$ cat src/rtl/seg7_scan_if.sv
// Bus between a multiplexed active-low 7-segment display and its scan decoder:
// the pins being watched plus the recovered digit values and event pulses.
interface seg7_scan_if #(
    parameter int NDIG = 4
);
    localparam int IDX_W = (NDIG > 1) ? $clog2(NDIG) : 1;

    logic [6:0]        seg;
    logic [NDIG-1:0]   an;
    logic [4*NDIG-1:0] digits;
    logic [NDIG-1:0]   valid;
    logic              upd;
    logic [IDX_W-1:0]  upd_idx;
    logic              err;

    modport master (
        output seg, an,
        input  digits, valid, upd, upd_idx, err
    );

    modport slave (
        input  seg, an,
        output digits, valid, upd, upd_idx, err
    );
endinterface

$ cat src/rtl/seg7_scan_decoder.sv
// Recovers per-digit hex nibbles from a time-multiplexed active-low 7-segment bus,
// committing a digit only after STABLE identical scan visits.
module seg7_scan_decoder #(
    parameter int NDIG   = 4,
    parameter int STABLE = 3
) (
    input  logic        clk,
    input  logic        rst_n,
    seg7_scan_if.slave  bus
);
    localparam int IDX_W = (NDIG > 1) ? $clog2(NDIG) : 1;
    localparam int CNT_W = $clog2(STABLE + 1);
    // candidate encoding {blank, nibble}; 11111 can never come out of the decoder
    localparam logic [4:0] CAND_NONE = 5'b11111;
    localparam logic [4:0] CAND_BLANK = 5'b10000;

    // returns {legal, blank, nibble}
    function automatic logic [5:0] seg_decode(input logic [6:0] s);
        case (s)
            7'b0000001: seg_decode = 6'b10_0000;
            7'b1001111: seg_decode = 6'b10_0001;
            7'b0010010: seg_decode = 6'b10_0010;
            7'b0000110: seg_decode = 6'b10_0011;
            7'b1001100: seg_decode = 6'b10_0100;
            7'b0100100: seg_decode = 6'b10_0101;
            7'b0100000: seg_decode = 6'b10_0110;
            7'b0001111: seg_decode = 6'b10_0111;
            7'b0000000: seg_decode = 6'b10_1000;
            7'b0000100: seg_decode = 6'b10_1001;
            7'b0001000: seg_decode = 6'b10_1010;
            7'b1100000: seg_decode = 6'b10_1011;
            7'b0110001: seg_decode = 6'b10_1100;
            7'b1000010: seg_decode = 6'b10_1101;
            7'b0110000: seg_decode = 6'b10_1110;
            7'b0111000: seg_decode = 6'b10_1111;
            7'b1111111: seg_decode = 6'b11_0000;
            default:    seg_decode = 6'b00_0000;
        endcase
    endfunction

    logic [6:0]       seg_p0;
    logic [NDIG-1:0]  an_p0;
    logic [NDIG-1:0]  an_p1;

    logic [4:0]       cand    [NDIG];
    logic [CNT_W-1:0] cnt     [NDIG];
    logic [3:0]       digit_q [NDIG];
    logic [NDIG-1:0]  valid_q;
    logic             upd_q;
    logic [IDX_W-1:0] upd_idx_q;
    logic             err_q;

    logic [IDX_W:0]   nlow;
    logic [IDX_W-1:0] vis_idx;
    logic             an_chg;
    logic             vld_p0;
    logic             multi_p0;
    logic [5:0]       dec;
    logic             legal;
    logic [4:0]       code;
    logic [4:0]       cur_cand;
    logic [CNT_W-1:0] cur_cnt;
    logic [4:0]       cur_commit;
    logic [4:0]       nxt_cand;
    logic [CNT_W-1:0] nxt_cnt;
    logic             commit;

    // ---- stage p0: pin capture, previous select kept for edge detection ----
    always_ff @(posedge clk or negedge rst_n) begin
        if (!rst_n) begin
            seg_p0 <= '1;
            an_p0  <= '1;
            an_p1  <= '1;
        end else begin
            seg_p0 <= bus.seg;
            an_p0  <= bus.an;
            an_p1  <= an_p0;
        end
    end

    always_comb begin
        nlow    = '0;
        vis_idx = '0;
        for (int i = 0; i < NDIG; i++) begin
            if (!an_p0[i]) begin
                nlow    = nlow + (IDX_W + 1)'(1);
                vis_idx = IDX_W'(i);
            end
        end
        an_chg   = (an_p0 != an_p1);
        vld_p0   = an_chg && (nlow == (IDX_W + 1)'(1));
        multi_p0 = an_chg && (nlow > (IDX_W + 1)'(1));

        dec      = seg_decode(seg_p0);
        legal    = dec[5];
        code     = dec[4:0];
        cur_cand = cand[vis_idx];
        cur_cnt  = cnt[vis_idx];
        cur_commit = valid_q[vis_idx] ? {1'b0, digit_q[vis_idx]} : CAND_BLANK;

        nxt_cand = cur_cand;
        nxt_cnt  = cur_cnt;
        if (!legal) begin
            nxt_cand = CAND_NONE;
            nxt_cnt  = '0;
        end else if (code == cur_cand) begin
            if (cur_cnt != CNT_W'(STABLE))
                nxt_cnt = cur_cnt + CNT_W'(1);
        end else begin
            nxt_cand = code;
            nxt_cnt  = CNT_W'(1);
        end
        // once saturated the committed value already equals cand, so re-visits never re-fire
        commit = vld_p0 && legal && (nxt_cnt == CNT_W'(STABLE)) && (nxt_cand != cur_commit);
    end

    // ---- stage p1: debounce state and registered outputs ----
    always_ff @(posedge clk or negedge rst_n) begin
        if (!rst_n) begin
            for (int i = 0; i < NDIG; i++) begin
                cand[i]    <= CAND_NONE;
                cnt[i]     <= '0;
                digit_q[i] <= '0;
            end
            valid_q   <= '0;
            upd_q     <= 1'b0;
            upd_idx_q <= '0;
            err_q     <= 1'b0;
        end else begin
            upd_q <= 1'b0;
            err_q <= 1'b0;
            if (vld_p0) begin
                cand[vis_idx] <= nxt_cand;
                cnt[vis_idx]  <= nxt_cnt;
                err_q         <= !legal;
                if (commit) begin
                    upd_q     <= 1'b1;
                    upd_idx_q <= vis_idx;
                    if (nxt_cand[4]) begin
                        valid_q[vis_idx] <= 1'b0;
                    end else begin
                        digit_q[vis_idx] <= nxt_cand[3:0];
                        valid_q[vis_idx] <= 1'b1;
                    end
                end
            end else if (multi_p0) begin
                err_q <= 1'b1;
            end
        end
    end

    for (genvar g = 0; g < NDIG; g++) begin : g_pack
        assign bus.digits[4*g +: 4] = digit_q[g];
    end
    assign bus.valid   = valid_q;
    assign bus.upd     = upd_q;
    assign bus.upd_idx = upd_idx_q;
    assign bus.err     = err_q;
endmodule
$ cat src/flat_wrapper.sv
// flat-port wrapper written by rule: the top's interface ports become plain ports
module seg7_scan_decoder_flat 
#(
    parameter int NDIG   = 4,
    parameter int STABLE = 3
)
  (clk, rst_n, bus_seg, bus_an, bus_digits, bus_valid, bus_upd, bus_upd_idx, bus_err);
  seg7_scan_if #(.NDIG(NDIG)) bus_i ();
  input  logic clk;
  input  logic rst_n;
  input wire logic [$bits(bus_i.seg)-1:0] bus_seg;
  input wire logic [$bits(bus_i.an)-1:0] bus_an;
  output wire logic [$bits(bus_i.digits)-1:0] bus_digits;
  output wire logic [$bits(bus_i.valid)-1:0] bus_valid;
  output wire logic [$bits(bus_i.upd)-1:0] bus_upd;
  output wire logic [$bits(bus_i.upd_idx)-1:0] bus_upd_idx;
  output wire logic [$bits(bus_i.err)-1:0] bus_err;
  assign bus_i.seg = bus_seg;
  assign bus_i.an = bus_an;
  assign bus_digits = bus_i.digits;
  assign bus_valid = bus_i.valid;
  assign bus_upd = bus_i.upd;
  assign bus_upd_idx = bus_i.upd_idx;
  assign bus_err = bus_i.err;
  seg7_scan_decoder #(.NDIG(NDIG), .STABLE(STABLE)) u_core (.clk(clk), .rst_n(rst_n), .bus(bus_i));
endmodule
$ cat config.mk
export PLATFORM = sky130hd
export DESIGN_NAME = seg7_scan_decoder_flat
export DESIGN_NICKNAME = d
export VERILOG_FILES = /design/src/rtl/seg7_scan_if.sv /design/src/rtl/seg7_scan_decoder.sv /design/src/flat_wrapper.sv
export SDC_FILE = /design/constraint.sdc
export NUM_CORES = 1
export LEC_CHECK = 0
export BUFFER_PORTS_ARGS = -buffer_cell sky130_fd_sc_hd__buf_2
export CAP_MARGIN = 20
export CORE_MARGIN = 1.5
export CORE_UTILIZATION = 63
export DETAILED_ROUTE_END_ITERATION = 12
export PLACE_DENSITY = 0.8
export SYNTH_ARGS = -nofsm -noshare
export SYNTH_HDL_FRONTEND = slang
export SYNTH_SLANG_ARGS = --single-unit
$ cat constraint.sdc
create_clock -name clk -period 9 [get_ports clk]
set_clock_uncertainty 0.15 [all_clocks]
set_input_delay 1.8 -clock clk [delete_from_list [all_inputs] [get_ports clk]]
set_output_delay 1.8 -clock clk [all_outputs]
set_load 0.02 [all_outputs]
# [After elaboration in Yosys (flattened, before gate mapping)]
# Index checks and enable logic that the tools add are counted.
[totals] reg_bits=67 input_bits=13 output_inout_bits=24 word_cells=107
[op_classes] add_sub_neg=4 order_cmp=5 n_eq_ne=22 n_mux=41 bitwise_logic=5 n_reduce_logical=11
[ops] op="6-bit one-hot mux with 17 select lines" count=1
[ops] op="7-bit by 6-bit == test with 1-bit output (second input constant)" count=5
[ops] op="7-bit == test (second input constant)" count=5
[ops] op="5-bit 2-to-1 mux" count=6
[ops] op="20-bit bitwise mux" count=1
[ops] op="16-bit bitwise mux" count=1
[ops] op="2-bit 2-to-1 mux" count=8
[ops] op="4-bit 2-to-1 mux" count=4
[ops] op="7-bit by 3-bit == test with 1-bit output (second input constant)" count=2
[ops] op="7-bit by 4-bit == test with 1-bit output (second input constant)" count=2
[ops] op="5-bit binary-select mux with 2-bit select" count=1
[ops] op="5-bit demux with 2-bit select" count=1
[ops] op="3-bit 2-to-1 mux" count=3
[ops] op="4-bit binary-select mux with 2-bit select" count=1
[ops] op="8-bit bitwise mux" count=1
[ops] op="4-bit demux with 2-bit select" count=1
[ops] op="1-bit 2-to-1 mux" count=8
[ops] op="7-bit by 1-bit == test with 1-bit output (second input constant)" count=1
[ops] op="7-bit by 5-bit == test with 1-bit output (second input constant)" count=1
[ops] op="1-bit logical AND" count=7
[ops] op="7-bit zero test" count=1
[ops] op="3-bit by 1-bit adder with 3-bit output (second input constant)" count=2
[ops] op="5-bit == test" count=1
[ops] op="5-bit inequality test" count=1
[ops] op="23 further kinds" count=23

# [Depth between registers and ports, before layout]
# Gate-level depths: netlist of run 1.
[logic_depth] word_depth=16 ltp_mapped=13

# [Least setup slack after synthesis of run 1]
# OpenSTA, ideal clock, no wires.
[synth_path] kind="register -> register" from="register u_core.an_p0[2]" to="register u_core.digit_q, in the netlist u_core.bus.digits[14]" setup_ns=0.125 t_arrival_ns=3.501 required_time_ns=8.725 path_slack_ns=5.225 stages_incl_launch_ff=11 path_cell_list="dfstp_2 -> buf_2 -> buf_1 -> xnor2_1 -> ha_1 -> or2_2 -> o32a_1 -> nor4_2 -> nand3_1 -> nor4_4 -> mux2_2"
[synth_between] elab_chain_len=14
[synth_lines] item="from (decl)" line_no="seg7_scan_decoder.sv:42" source="logic [NDIG-1:0] an_p0;"
[synth_lines] item="from (signal assigned)" line_no="seg7_scan_decoder.sv:76" source="an_p0 <= bus.an;"
[synth_lines] item="2-bit 2-to-1 mux (2 in series)" line_no="seg7_scan_decoder.sv:85" source="if (!an_p0[i]) begin"
[synth_lines] item="2-bit NOT with 3-bit output (implied by the code)"
[synth_lines] item="2-bit binary-select mux with 2-bit select" line_no="seg7_scan_decoder.sv:98" source="cur_cnt = cnt[vis_idx];"
[synth_lines] item="2-bit 2-to-1 mux (implied by the code) (2 in series)" line_no="seg7_scan_decoder.sv:98"
[synth_lines] item="2-bit by 1-bit adder with 2-bit output / 2-bit inequality test (equally long branches)" line_no="seg7_scan_decoder.sv:108, seg7_scan_decoder.sv:107"
[synth_lines] item="2-bit 2-to-1 mux" line_no="seg7_scan_decoder.sv:107" source="if (cur_cnt != CNT_W'(STABLE))"
[synth_lines] item="2-bit 2-to-1 mux" line_no="seg7_scan_decoder.sv:106" source="end else if (code == cur_cand) begin"
[synth_lines] item="2-bit 2-to-1 mux" line_no="seg7_scan_decoder.sv:103" source="if (!legal) begin"
[synth_lines] item="2-bit == test" line_no="seg7_scan_decoder.sv:114" source="commit = vld_p0 && legal && (nxt_cnt == CNT_W'(STABLE)) && (nxt_cand != cur_commit);"
[synth_lines] item="1-bit logical AND (2 in series)" line_no="seg7_scan_decoder.sv:114"
[synth_lines] item="3-bit AND reduction (no source line)"
[synth_lines] item="to (signal, indexed assignment)" line_no="seg7_scan_decoder.sv:142" source="digit_q[vis_idx] <= nxt_cand[3:0];"
[synth_lines] item="to (decl)" line_no="seg7_scan_decoder.sv:47" source="logic [3:0] digit_q [NDIG];"
# Parallel ways exist; a longest one is shown, timed or not. The select of a mux whose other input is x is not followed.
# A chain may end at the register's enable or synchronous reset.

# [Worst setup path after layout of run 1]
[layout_path] from="register u_core.an_p0[1]" to="register u_core.digit_q, in the netlist u_core.bus.digits[14]"
[layout_between] elab_chain_len=15
[layout_lines] item="1-bit 2-to-1 mux" line_no="seg7_scan_decoder.sv:85"
[layout_lines] item="2-bit 2-to-1 mux (2 in series)" line_no="seg7_scan_decoder.sv:85"
[layout_lines] item="2-bit NOT with 3-bit output (implied by the code)"
[layout_lines] item="2-bit binary-select mux with 2-bit select" line_no="seg7_scan_decoder.sv:98"
[layout_lines] item="2-bit 2-to-1 mux (implied by the code) (2 in series)" line_no="seg7_scan_decoder.sv:98"
[layout_lines] item="2-bit by 1-bit adder with 2-bit output / 2-bit inequality test (equally long branches)" line_no="seg7_scan_decoder.sv:108, seg7_scan_decoder.sv:107"
[layout_lines] item="2-bit 2-to-1 mux" line_no="seg7_scan_decoder.sv:107"
[layout_lines] item="2-bit 2-to-1 mux" line_no="seg7_scan_decoder.sv:106"
[layout_lines] item="2-bit 2-to-1 mux" line_no="seg7_scan_decoder.sv:103"
[layout_lines] item="2-bit == test" line_no="seg7_scan_decoder.sv:114"
[layout_lines] item="1-bit logical AND (2 in series)" line_no="seg7_scan_decoder.sv:114"
[layout_lines] item="3-bit AND reduction (no source line)"
# Parallel ways exist; a longest one is shown, timed or not. The select of a mux whose other input is x is not followed.

==> results of run 1 <==
-- cell type report --
class                   instances  area, µm²
multi-input cells             235       1810
clock buffers                  12        188
inverters                       9       33.8
flip-flops and latches         67       1720
fillers                       412       1430
repair buffers                 38        193
clock inverters                 4       76.3
well taps                      72       90.1
-- logic make-up after synthesis --
logic type / Yosys count
and+or+nand+nor: 108
AOI/OAI and AO/OA: 67
DFF: 67
muxes: 45
buffers and inverters: 25
xor gates and xnor gates: 12
adders and majority gates: 3
-- cell usage in the layout (no fill, tap or decap), types with 5 or more instances in the layout --
| cell type | Yosys | layout |
|---|---|---|
| nand2b_1 | 5 | 5 |
| xor2_1 | 8 | 8 |
| mux2_1 | 7 | 7 |
| buf_2 | 3 | 36 |
| a21oi_1 | 14 | 14 |
| or3_1 | 5 | 5 |
| o21ai_0 | 11 | 11 |
| nor3_1 | 6 | 6 |
| nor2_1 | 22 | 22 |
| inv_1 | 8 | 8 |
| nand2_1 | 19 | 19 |
| clkbuf_8 | 0 | 10 |
| dfrtp_1 | 32 | 32 |
| nand3_1 | 8 | 8 |
| mux2i_1 | 6 | 6 |
| dfstp_2 | 35 | 35 |
| mux2_2 | 32 | 32 |
| o31ai_1 | 5 | 5 |
-- layer usage --
layer,GRT usage,part of all wire
met4,0.125,0.024
met5,0,0
met1,0.393,0.44
met2,0.456,0.48
met3,0.0448,0.060
-- worst max-delay path, cell delays in order (launching register included) --
cell,delay [ns]
dfstp_2,0.74
inv_1,0.14
ha_1,0.34
xnor2_1,0.36
ha_1,0.34
or2_2,0.29
o32a_1,0.24
nor4_2,0.98
nand3_1,0.28
nor4_4,0.33
mux2_2,0.38
-- final timing paths --
| kind | from | slack (ns) | cells past startpoint | endpoint |
|---|---|---|---|---|
| max | u_core.an_p0[1]$_DFF_PN1_ | 4.30 | 10 | u_core.bus.digits[14]$_DFFE_PN0P_ |
| min | u_core.an_p0[0]$_DFF_PN1_ | 0.25 | 0 | u_core.an_p1[0]$_DFF_PN1_ |
| max reg2reg | u_core.an_p0[1]$_DFF_PN1_ | 4.30 | 10 | u_core.bus.digits[14]$_DFFE_PN0P_ |
| min reg2reg | u_core.an_p0[0]$_DFF_PN1_ | 0.25 | 0 | u_core.an_p1[0]$_DFF_PN1_ |
| max in group asynchronous | rst_n | 6.67 | 2 | u_core.bus.err$_DFF_PN0_ |
| min in group asynchronous | rst_n | 1.48 | 2 | u_core.cnt[1]$_DFFE_PN0P_ |
-- state kept, by name, indices dropped and copies added (netlist names), named ones only --
name,cells
u_core.an_p0,4
u_core.bus.err,1
u_core.bus.upd_idx,2
u_core.an_p1,4
u_core.bus.digits,16
u_core.cnt,8
u_core.cand,20
u_core.seg_p0,7
u_core.bus.upd,1
-- power groups by stage --
| stage | clock network [mW] | logic (mW) | registers (mW) |
|---|---|---|---|
| 2_1_floorplan | 0 | 0.102 | 0.405 |
| 3_3_place_gp | 0 | 0.121 | 0.415 |
| 3_5_place_dp | 0 | 0.125 | 0.418 |
| 4_1_cts | 0.320 | 0.127 | 0.413 |
| 5_1_grt | 0.332 | 0.141 | 0.421 |
| 6_report | 0.318 | 0.129 | 0.414 |
==> run summary, run 1 <==
number of diodes: 0
Die W: 79.0 µm
# rows: 27
final core occ: 0.743
period utilization: 0.522
Vias: 2,826
Reg clk slew, reported paths: 0.07 ns
Detail Route Antenna Nets: 0
final net count: 376
Hold Crit Class: flip-flop to flip-flop
CTS tree: done
Hold Vio Cnt, Final: 0
hold buffers post-CTS: 0
worst hold slack: 0.248 ns
Total GRT Usage: 0.287
Internal Power: 642 µW
io pins: 37
Yosys Warn Count: 0
clk root buf: clkbuf_8
most common cell in the netlist: dfstp_2
Gate power share: 0.149
Total Power: 861 µW
largest cells by area after synthesis: dfstp_2 25%, dfrtp_1 22%, mux2_2 9.9%, nor2_1 2.3%, mux2_1 2.2%
Pwr Density: 209 nW/µm²
Avg Inst Size Synth: 11.1 µm²
post-synth top area share: 0.253
sequential area share after synthesis: 0.473
Synth Area in Simple Gates: 0.183
status: complete, no violations
synth unique cells: 67
largest net degree at the start of global routing: 68
GRT overflow: 0
Sw Share: 0.255
Syn-to-layout area delta: 13.1%
Placeable Area: 5540 µm²
top_reg_cell synth: dfstp_2
crit start category: flip-flop
cells resized by post-CTS repair: 0
Fmax: 213 MHz
final worst slack: 4.30 ns
CTS sink count: 67
DR WL/cell: 19.3 µm
RSZ-0062 raised after global routing: no
post-synthesis mux area share: 0.137
maxcap violations: 0
Final HPWL DP: 5.59 mm
fin area: 4120 µm²
Initial Util: 0.657
switching pwr: 219 µW
Commonest cells post-synth: 35 x dfstp_2, 32 x dfrtp_1, 32 x mux2_2, 22 x nor2_1, 19 x nand2_1
Post-Syn Area: 3640 µm²
wirelength, routed: 8.44 mm
Die Ht: 79.0 µm
Iter 0 DRT Violations: 319
I/O Buffers: 36
Seq pwr share: 0.481
Placer Congestion: 0.891
Async S/R FF share, synth: 1.00
dpl cells: 420
crit path kind: flip-flop to flip-flop
Net Count, Synth: 343
Worst Path Required: 9.08 ns
Worst Path Arrival: 4.77 ns
post-place instance area: 3850 µm²
# H-tree levels: 3
first-pass GRT wire length: 13.6 mm
Critical Path End Type: flip-flop
critical path peak fanout: 14
Max VDD drop: 0.154 mV
vias in the first global route: 2,734
initial antenna violation count: 0
combinational family with the most area after synthesis: simple AND/OR/NAND/NOR gates
Post-synth EDFFs: 0
final setup TNS: 0 ns
Synth Area in Adders: 0.0103
Slew Viols, Final: 0
post-synthesis compound-gate area fraction: 0.140
largest area contributor in the netlist: dfstp_2
post-place setup slack: 4.53 ns
post-CTS setup buffer count: 0
Clock Power Share: 0.370
TritonRoute pass-1 iters: 5
Inserted Clock Buffers: 9
layout cell share with drive strength beyond 1: 0.378
register bit total from synthesis: 67
XOR/XNOR Fraction of Synth Area: 0.0289
# DRC: 0
leak pwr: 1.82 nW
clk_lat worst skew: 0.35 ns
post-layout minimum cycle time: 4.70 ns
Layout Cells excl Fill: 437
Worst slew margin: 0.233
Mapped Cells: 327
die area: 6240 µm²
Finish-stage setup viols: 0
Max clock buf depth: 2
Vias/cell: 6.47
worst-margin pin slew: 1.14 ns
(Power assumes the default switching activity.)
==> run 2: changes to the inputs <==
CORE_UTILIZATION = 53   (was 63)
PLACE_DENSITY = 0.72   (was 0.8)
clock period = 4.3 ns   (was 9 ns; I/O delays follow)
==> run 2 against run 1 <==
Worst hold slack got worse by 0.0075 ns. Critical path type unchanged. Combinational power rose by 120%. Via count fell by 0.50%. Cell area rose by 0.43%. Wire length did not move. Die area rose by 18%. Critical endpoint is now u_core.bus.upd_idx[0]$_DFFE_PN0P_. Clock power rose by 82%. Non-clock buffer count rose by 6. First-iteration DRC count fell by 9.7%. Sequential power rose by 110%. Sequential share of layout area fell by 0.18 points.
==> run summary, run 2 (synthesis results as in run 1) <==
# H-tree levels: 3 (unchanged)
DR WL/cell: 18.7 µm (-3.1%)
Max VDD drop: 0.234 mV (+52%)
Hold Crit Class: flip-flop to flip-flop
final net count: 382 (+1.6%)
Syn-to-layout area delta: 13.5%
Fmax: 244 MHz (+15%)
RR Startpoint: u_core.an_p0[2]$_DFF_PN1_
Max clock buf depth: 2 (unchanged)
Total Power: 1.73 mW (+100%)
TritonRoute pass-1 iters: 5 (unchanged)
fin area: 4130 µm² (+0.43%)
layout cell share with drive strength beyond 1: 0.388 (+0.0101)
Worst Path Arrival: 4.19 ns (-0.58 ns)
crit start category: flip-flop
Detail Route Antenna Nets: 0 (unchanged)
worst hold slack: 0.241 ns (-0.00748 ns)
Final HPWL DP: 6.00 mm (+7.3%)
min-delay src: u_core.an_p0[0]$_DFF_PN1_
period utilization: 0.952 (+0.430)
Slew Viols, Final: 0 (unchanged)
max incr delay on CP: 0.81 ns (-0.17 ns)
critical path peak fanout: 22 (+8)
Reg clk slew, reported paths: 0.08 ns (about the same)
die area: 7370 µm² (+18%)
CP Buf/Inv Count: 0 (-1)
final worst slack: 0.208 ns (-4.10 ns)
Critical Path End Type: flip-flop
# rows: 30 (+11%)
dpl cells: 435 (+3.6%)
Worst path top cell family by delay: simple AND/OR/NAND/NOR gates
I/O Buffers: 36 (unchanged)
hold path depth: 0 (unchanged)
Placeable Area: 6720 µm² (+21%)
CTS tree: done
Layout Cells excl Fill: 451 (+3.2%)
Iter 0 DRT Violations: 288 (-9.7%)
Finish-stage setup viols: 0 (unchanged)
Placer Congestion: 0.890 (-0.17%)
slowest stage cell, crit path: dfstp_2
Register-to-Register Setup Slack: 0.21 ns (-4.10 ns)
Worst R2R Path Depth: 8 (-2)
first-pass GRT wire length: 14.1 mm (+4.2%)
clk root buf: clkbuf_8
Largest register FFs: 20 (unchanged)
clk_lat worst skew: 0.36 ns (about the same)
most frequent cells in the layout: 36 x buf_2, 35 x dfstp_2, 32 x mux2_2, 32 x dfrtp_1, 22 x nor2_1
Die Ht: 85.9 µm (+8.7%)
post-place setup slack: 0.255 ns (-4.27 ns)
Inserted Clock Buffers: 9 (unchanged)
Initial Util: 0.542 (-0.115)
io pins: 37 (unchanged)
CTS sink count: 67 (unchanged)
largest net degree at the start of global routing: 29 (-57%)
Most flops, register: u_core.cand
Worst slew margin: 0.511 (+0.278)
reg-to-reg endpoint: u_core.bus.upd_idx[0]$_DFFE_PN0P_
final setup TNS: 0 ns (unchanged)
crit-path cells: nand2_1, nor2_1, a221o_1, a21oi_1, or3b_1, or4_1, nor4bb_2, mux2_1
Worst Path Required: 4.39 ns (-4.69 ns)
leak pwr: 1.83 nW (+0.95%)
hold buffers post-CTS: 0 (unchanged)
Die W: 85.9 µm (+8.7%)
status: complete, no violations
RSZ-0062 raised after global routing: no
post-place instance area: 3910 µm² (+1.6%)
number of diodes: 0 (unchanged)
crit path kind: flip-flop to flip-flop
Total GRT Usage: 0.253 (-0.0340)
commonest non-fill, non-tap cell in the layout: buf_2
Vias/cell: 6.24 (-3.6%)
worst-case hold path end point: u_core.an_p1[0]$_DFF_PN1_
vias in the first global route: 2,764 (+1.1%)
Vias: 2,812 (-0.50%)
post-layout minimum cycle time: 4.09 ns (-0.604 ns)
Pwr Density: 418 nW/µm² (+100%)
# DRC: 0 (unchanged)
GRT overflow: 0 (unchanged)
initial antenna violation count: 0 (unchanged)
Levels on crit path: 8 (-2)
maxcap violations: 0 (unchanged)
final core occ: 0.615 (-0.128)
worst-margin pin slew: 0.728 ns (-0.412 ns)
Hold Vio Cnt, Final: 0 (unchanged)
wirelength, routed: 8.44 mm (unchanged)
[run 2: how the worst max path moves through the flow]
stage | startpoint | endpoint | slack, ns
global route | u_core.an_p0[3]$_DFF_PN1_ | u_core.bus.upd_idx[0]$_DFFE_PN0P_ | 0.02
global placement | u_core.an_p0[2]$_DFF_PN1_ | u_core.bus.upd_idx[1]$_DFFE_PN0P_ | 0.26
detailed placement | u_core.an_p0[2]$_DFF_PN1_ | u_core.bus.upd_idx[0]$_DFFE_PN0P_ | 0.26
CTS | u_core.an_p0[2]$_DFF_PN1_ | u_core.bus.upd_idx[0]$_DFFE_PN0P_ | 0.25
floorplan | u_core.an_p0[2]$_DFF_PN1_ | u_core.bus.digits[14]$_DFFE_PN0P_ | 0.52
finish | u_core.an_p0[2]$_DFF_PN1_ | u_core.bus.upd_idx[0]$_DFFE_PN0P_ | 0.21
[run 2: worst register-to-register path: cells and delay by family, from the launching register on]
family           cells  cell delay [ns]
flip-flops           1             0.81
multiplexers         1             0.37
AO/OA/AOI/OAI        2             0.32
AND/OR/NAND/NOR      5             2.35
[run 2: power breakdown]
group	internal, mW	switching (mW)
logic	0.137	0.145
registers	0.797	0.0669
clock network	0.325	0.254
total	1.26	0.467
[run 2: cell type report]
cell class / count / area [µm²]
timing repair buffer: 44 / 240
tap: 80 / 100
clock inverter: 7 / 91.3
inverter: 9 / 33.8
clock buffer: 9 / 124
fill: 557 / 2590
multi-input combinational: 235 / 1820
sequential: 67 / 1720
[run 2: metal layers]
layer  vias up  share of wire  global-route usage
met5         -              0                   0
met4         0          0.026               0.113
met3        24          0.054              0.0654
met2       105           0.46               0.361
met1      1392           0.46               0.364
li1       1291              -                   -
[run 2: what timing repair did]
| action | CTS | global route |
|---|---|---|
| gates resized for setup | 0 | 1 |
| endpoints found under the setup margin | 0 | 4 |
| buffers inserted | 0 | 0 |
==> run 3: changes to the inputs <==
SETUP_SLACK_MARGIN = 0.4   (was unset)
==> run 3 against run 2 <==
Sequential share of layout area decreased by 0.57 points. Die area unchanged. Power increased by 0.52%. Sequential cell count unchanged. Cell area increased by 1.6%. Via count increased by 0.85%. Combinational power increased by 3%. Wire length increased by 2.6%. Critical path type unchanged. Highest routed layer unchanged.
==> run summary, run 3 (synthesis results as in run 1) <==
Seq pwr share: 0.498 (-0.003)
Initial Util: 0.542 (unchanged)
clk root buf: clkbuf_8
final setup TNS: 0 ns (unchanged)
largest net degree at the start of global routing: 29 (unchanged)
min-delay src: u_core.an_p0[0]$_DFF_PN1_
vias in the first global route: 2,764 (unchanged)
slowest stage cell, crit path: dfstp_2
Reg clk slew, reported paths: 0.08 ns (about the same)
crit start category: flip-flop
Layout Cells excl Fill: 454 (+0.67%)
period utilization: 0.870 (-0.0812)
Clock Power Share: 0.335 (about the same)
CTS sink count: 67 (unchanged)
Finish-stage setup viols: 0 (unchanged)
Pwr Density: 413 nW/µm² (-1.1%)
fillers: 554 (-0.54%)
RSZ-0062 raised after global routing: yes
# rows: 30 (unchanged)
Iter 0 DRT Violations: 239 (-17%)
Die Ht: 85.9 µm (unchanged)
Max clock buf depth: 2 (unchanged)
GRT overflow: 0 (unchanged)
io pins: 37 (unchanged)
Max VDD drop: 0.234 mV (+0.23%)
final core occ: 0.625 (+0.00987)
# H-tree levels: 3 (unchanged)
Worst Setup SP: u_core.seg_p0[6]$_DFF_PN1_
maxcap violations: 0 (unchanged)
TritonRoute pass-1 iters: 5 (unchanged)
die area: 7370 µm² (unchanged)
clk_lat worst skew: 0.36 ns (about the same)
Total GRT Usage: 0.253 (unchanged)
Placer Congestion: 0.890 (unchanged)
Inserted Clock Buffers: 9 (unchanged)
RR Startpoint: u_core.seg_p0[6]$_DFF_PN1_
status: complete, no violations
Hold Crit Class: flip-flop to flip-flop
CTS tree: done
Gate power share: 0.167 (+0.003)
leak pwr: 1.86 nW (+1.7%)
crit-path cells: nor3b_1, a2bb2oi_1, o32ai_1, or3_1, nand2_2, or3_1, a31oi_4, buf_12, nor4_4, buf_4, mux2_1
Total Power: 1.73 mW (+0.52%)
Slew Viols, Final: 0 (unchanged)
Largest register FFs: 20 (unchanged)
post-layout minimum cycle time: 3.74 ns (-0.349 ns)
max incr delay on CP: 0.68 ns (-0.13 ns)
DR WL/cell: 19.1 µm (+1.9%)
Final HPWL DP: 6.00 mm (unchanged)
crit path kind: flip-flop to flip-flop
switching pwr: 472 µW (+1.2%)
I/O Buffers: 36 (unchanged)
worst hold slack: 0.241 ns (+0.000799 ns)
Critical Path End Type: flip-flop
worst-margin pin slew: 0.752 ns (+0.0238 ns)
Vias/cell: 6.25 (+0.19%)
critical path peak fanout: 15 (-32%)
Internal Power: 1.26 mW (+0.28%)
Most flops, register: u_core.cand
Hold Vio Cnt, Final: 0 (unchanged)
wirelength, routed: 8.65 mm (+2.6%)
Placeable Area: 6720 µm² (unchanged)
final net count: 385 (+0.79%)
Worst slew margin: 0.495 (-0.0160)
Critical Path Most Common Cell: or3_1
Die W: 85.9 µm (unchanged)
Syn-to-layout area delta: 15.4%
Worst Path Arrival: 3.84 ns (-0.35 ns)
layout cell share with drive strength beyond 1: 0.404 (+0.0156)
most frequent cells in the layout: 36 x buf_2, 34 x dfstp_2, 32 x mux2_2, 32 x dfrtp_1, 21 x nor2_1
number of diodes: 0 (unchanged)
Fmax: 267 MHz (+9.3%)
initial antenna violation count: 0 (unchanged)
# DRC: 0 (unchanged)
Worst Path Required: 4.39 ns (about the same)
dpl cells: 435 (unchanged)
first-pass GRT wire length: 14.1 mm (unchanged)
Sw Share: 0.272 (+0.00173)
Vias: 2,836 (+0.85%)
commonest non-fill, non-tap cell in the layout: buf_2
Detail Route Antenna Nets: 0 (unchanged)
[run 3: repair_timing]
action | CTS | global route
hold buffers | 0 | 0
gates resized for setup | 3 | 4
endpoints found under the hold margin | 0 | 0
setup buffers | 0 | 3
endpoints found under the setup margin | 11 | 20
pin swaps | 0 | 3
[run 3: critical path, delay by kind of cell, from the launching register on]
| kind | cells | cell delay [ns] |
|---|---|---|
| DFF | 1 | 0.68 |
| AOI/OAI and AO/OA | 3 | 0.82 |
| and+or+nand+nor | 5 | 1.32 |
| buffers and inverters | 2 | 0.36 |
| muxes | 1 | 0.30 |
[run 3: worst paths after layout]
kind | cells past startpoint | to | slack (ns)
max | 11 | u_core.bus.digits[12]$_DFFE_PN0P_ | 0.56
min in group asynchronous | 1 | u_core.bus.err$_DFF_PN0_ | 0.28
min reg2reg | 0 | u_core.an_p1[0]$_DFF_PN1_ | 0.24
max in group asynchronous | 2 | u_core.cand[11]$_DFFE_PN1P_ | 2.98
min | 0 | u_core.an_p1[0]$_DFF_PN1_ | 0.24
max reg2reg | 11 | u_core.bus.digits[12]$_DFFE_PN0P_ | 0.56
[run 3: stage by stage]
| step | cell area [µm²] | setup slack (ns) |
|---|---|---|
| final | 4200 | 0.557 |
| after global routing | 4200 | 0.375 |
| after CTS | 4130 | 0.461 |
| after detailed placement | 3910 | 0.255 |
| after global placement | 3910 | 0.261 |
| after floorplan | 3640 | 0.525 |
[run 3: cell type report]
class | count | area (µm²) | area share
timing repair buffer | 47 | 279 | 0.0664
clock buffer | 9 | 124 | 0.0295
inverter | 9 | 35.0 | 0.00834
multi-input combinational | 235 | 1850 | 0.440
clock inverter | 7 | 91.3 | 0.0218
tap | 80 | 100 | 0.0238
sequential | 67 | 1720 | 0.411
[run 3: per-layer routing]
metal | up-vias | GRT usage | share of wire
met1 | 1386 | 0.364 | 0.45
met5 | - | 0 | 0
met3 | 29 | 0.0654 | 0.059
met4 | 0 | 0.113 | 0.031
met2 | 124 | 0.361 | 0.46
li1 | 1297 | - | -
[run 3: power by group through the flow]
stage	logic, mW	registers, mW	clock network [mW]
floorplan	0.214	0.848	0
global placement	0.269	0.869	0
detailed placement	0.276	0.874	0
CTS	0.279	0.864	0.586
global route	0.322	0.878	0.612
finish	0.290	0.863	0.581
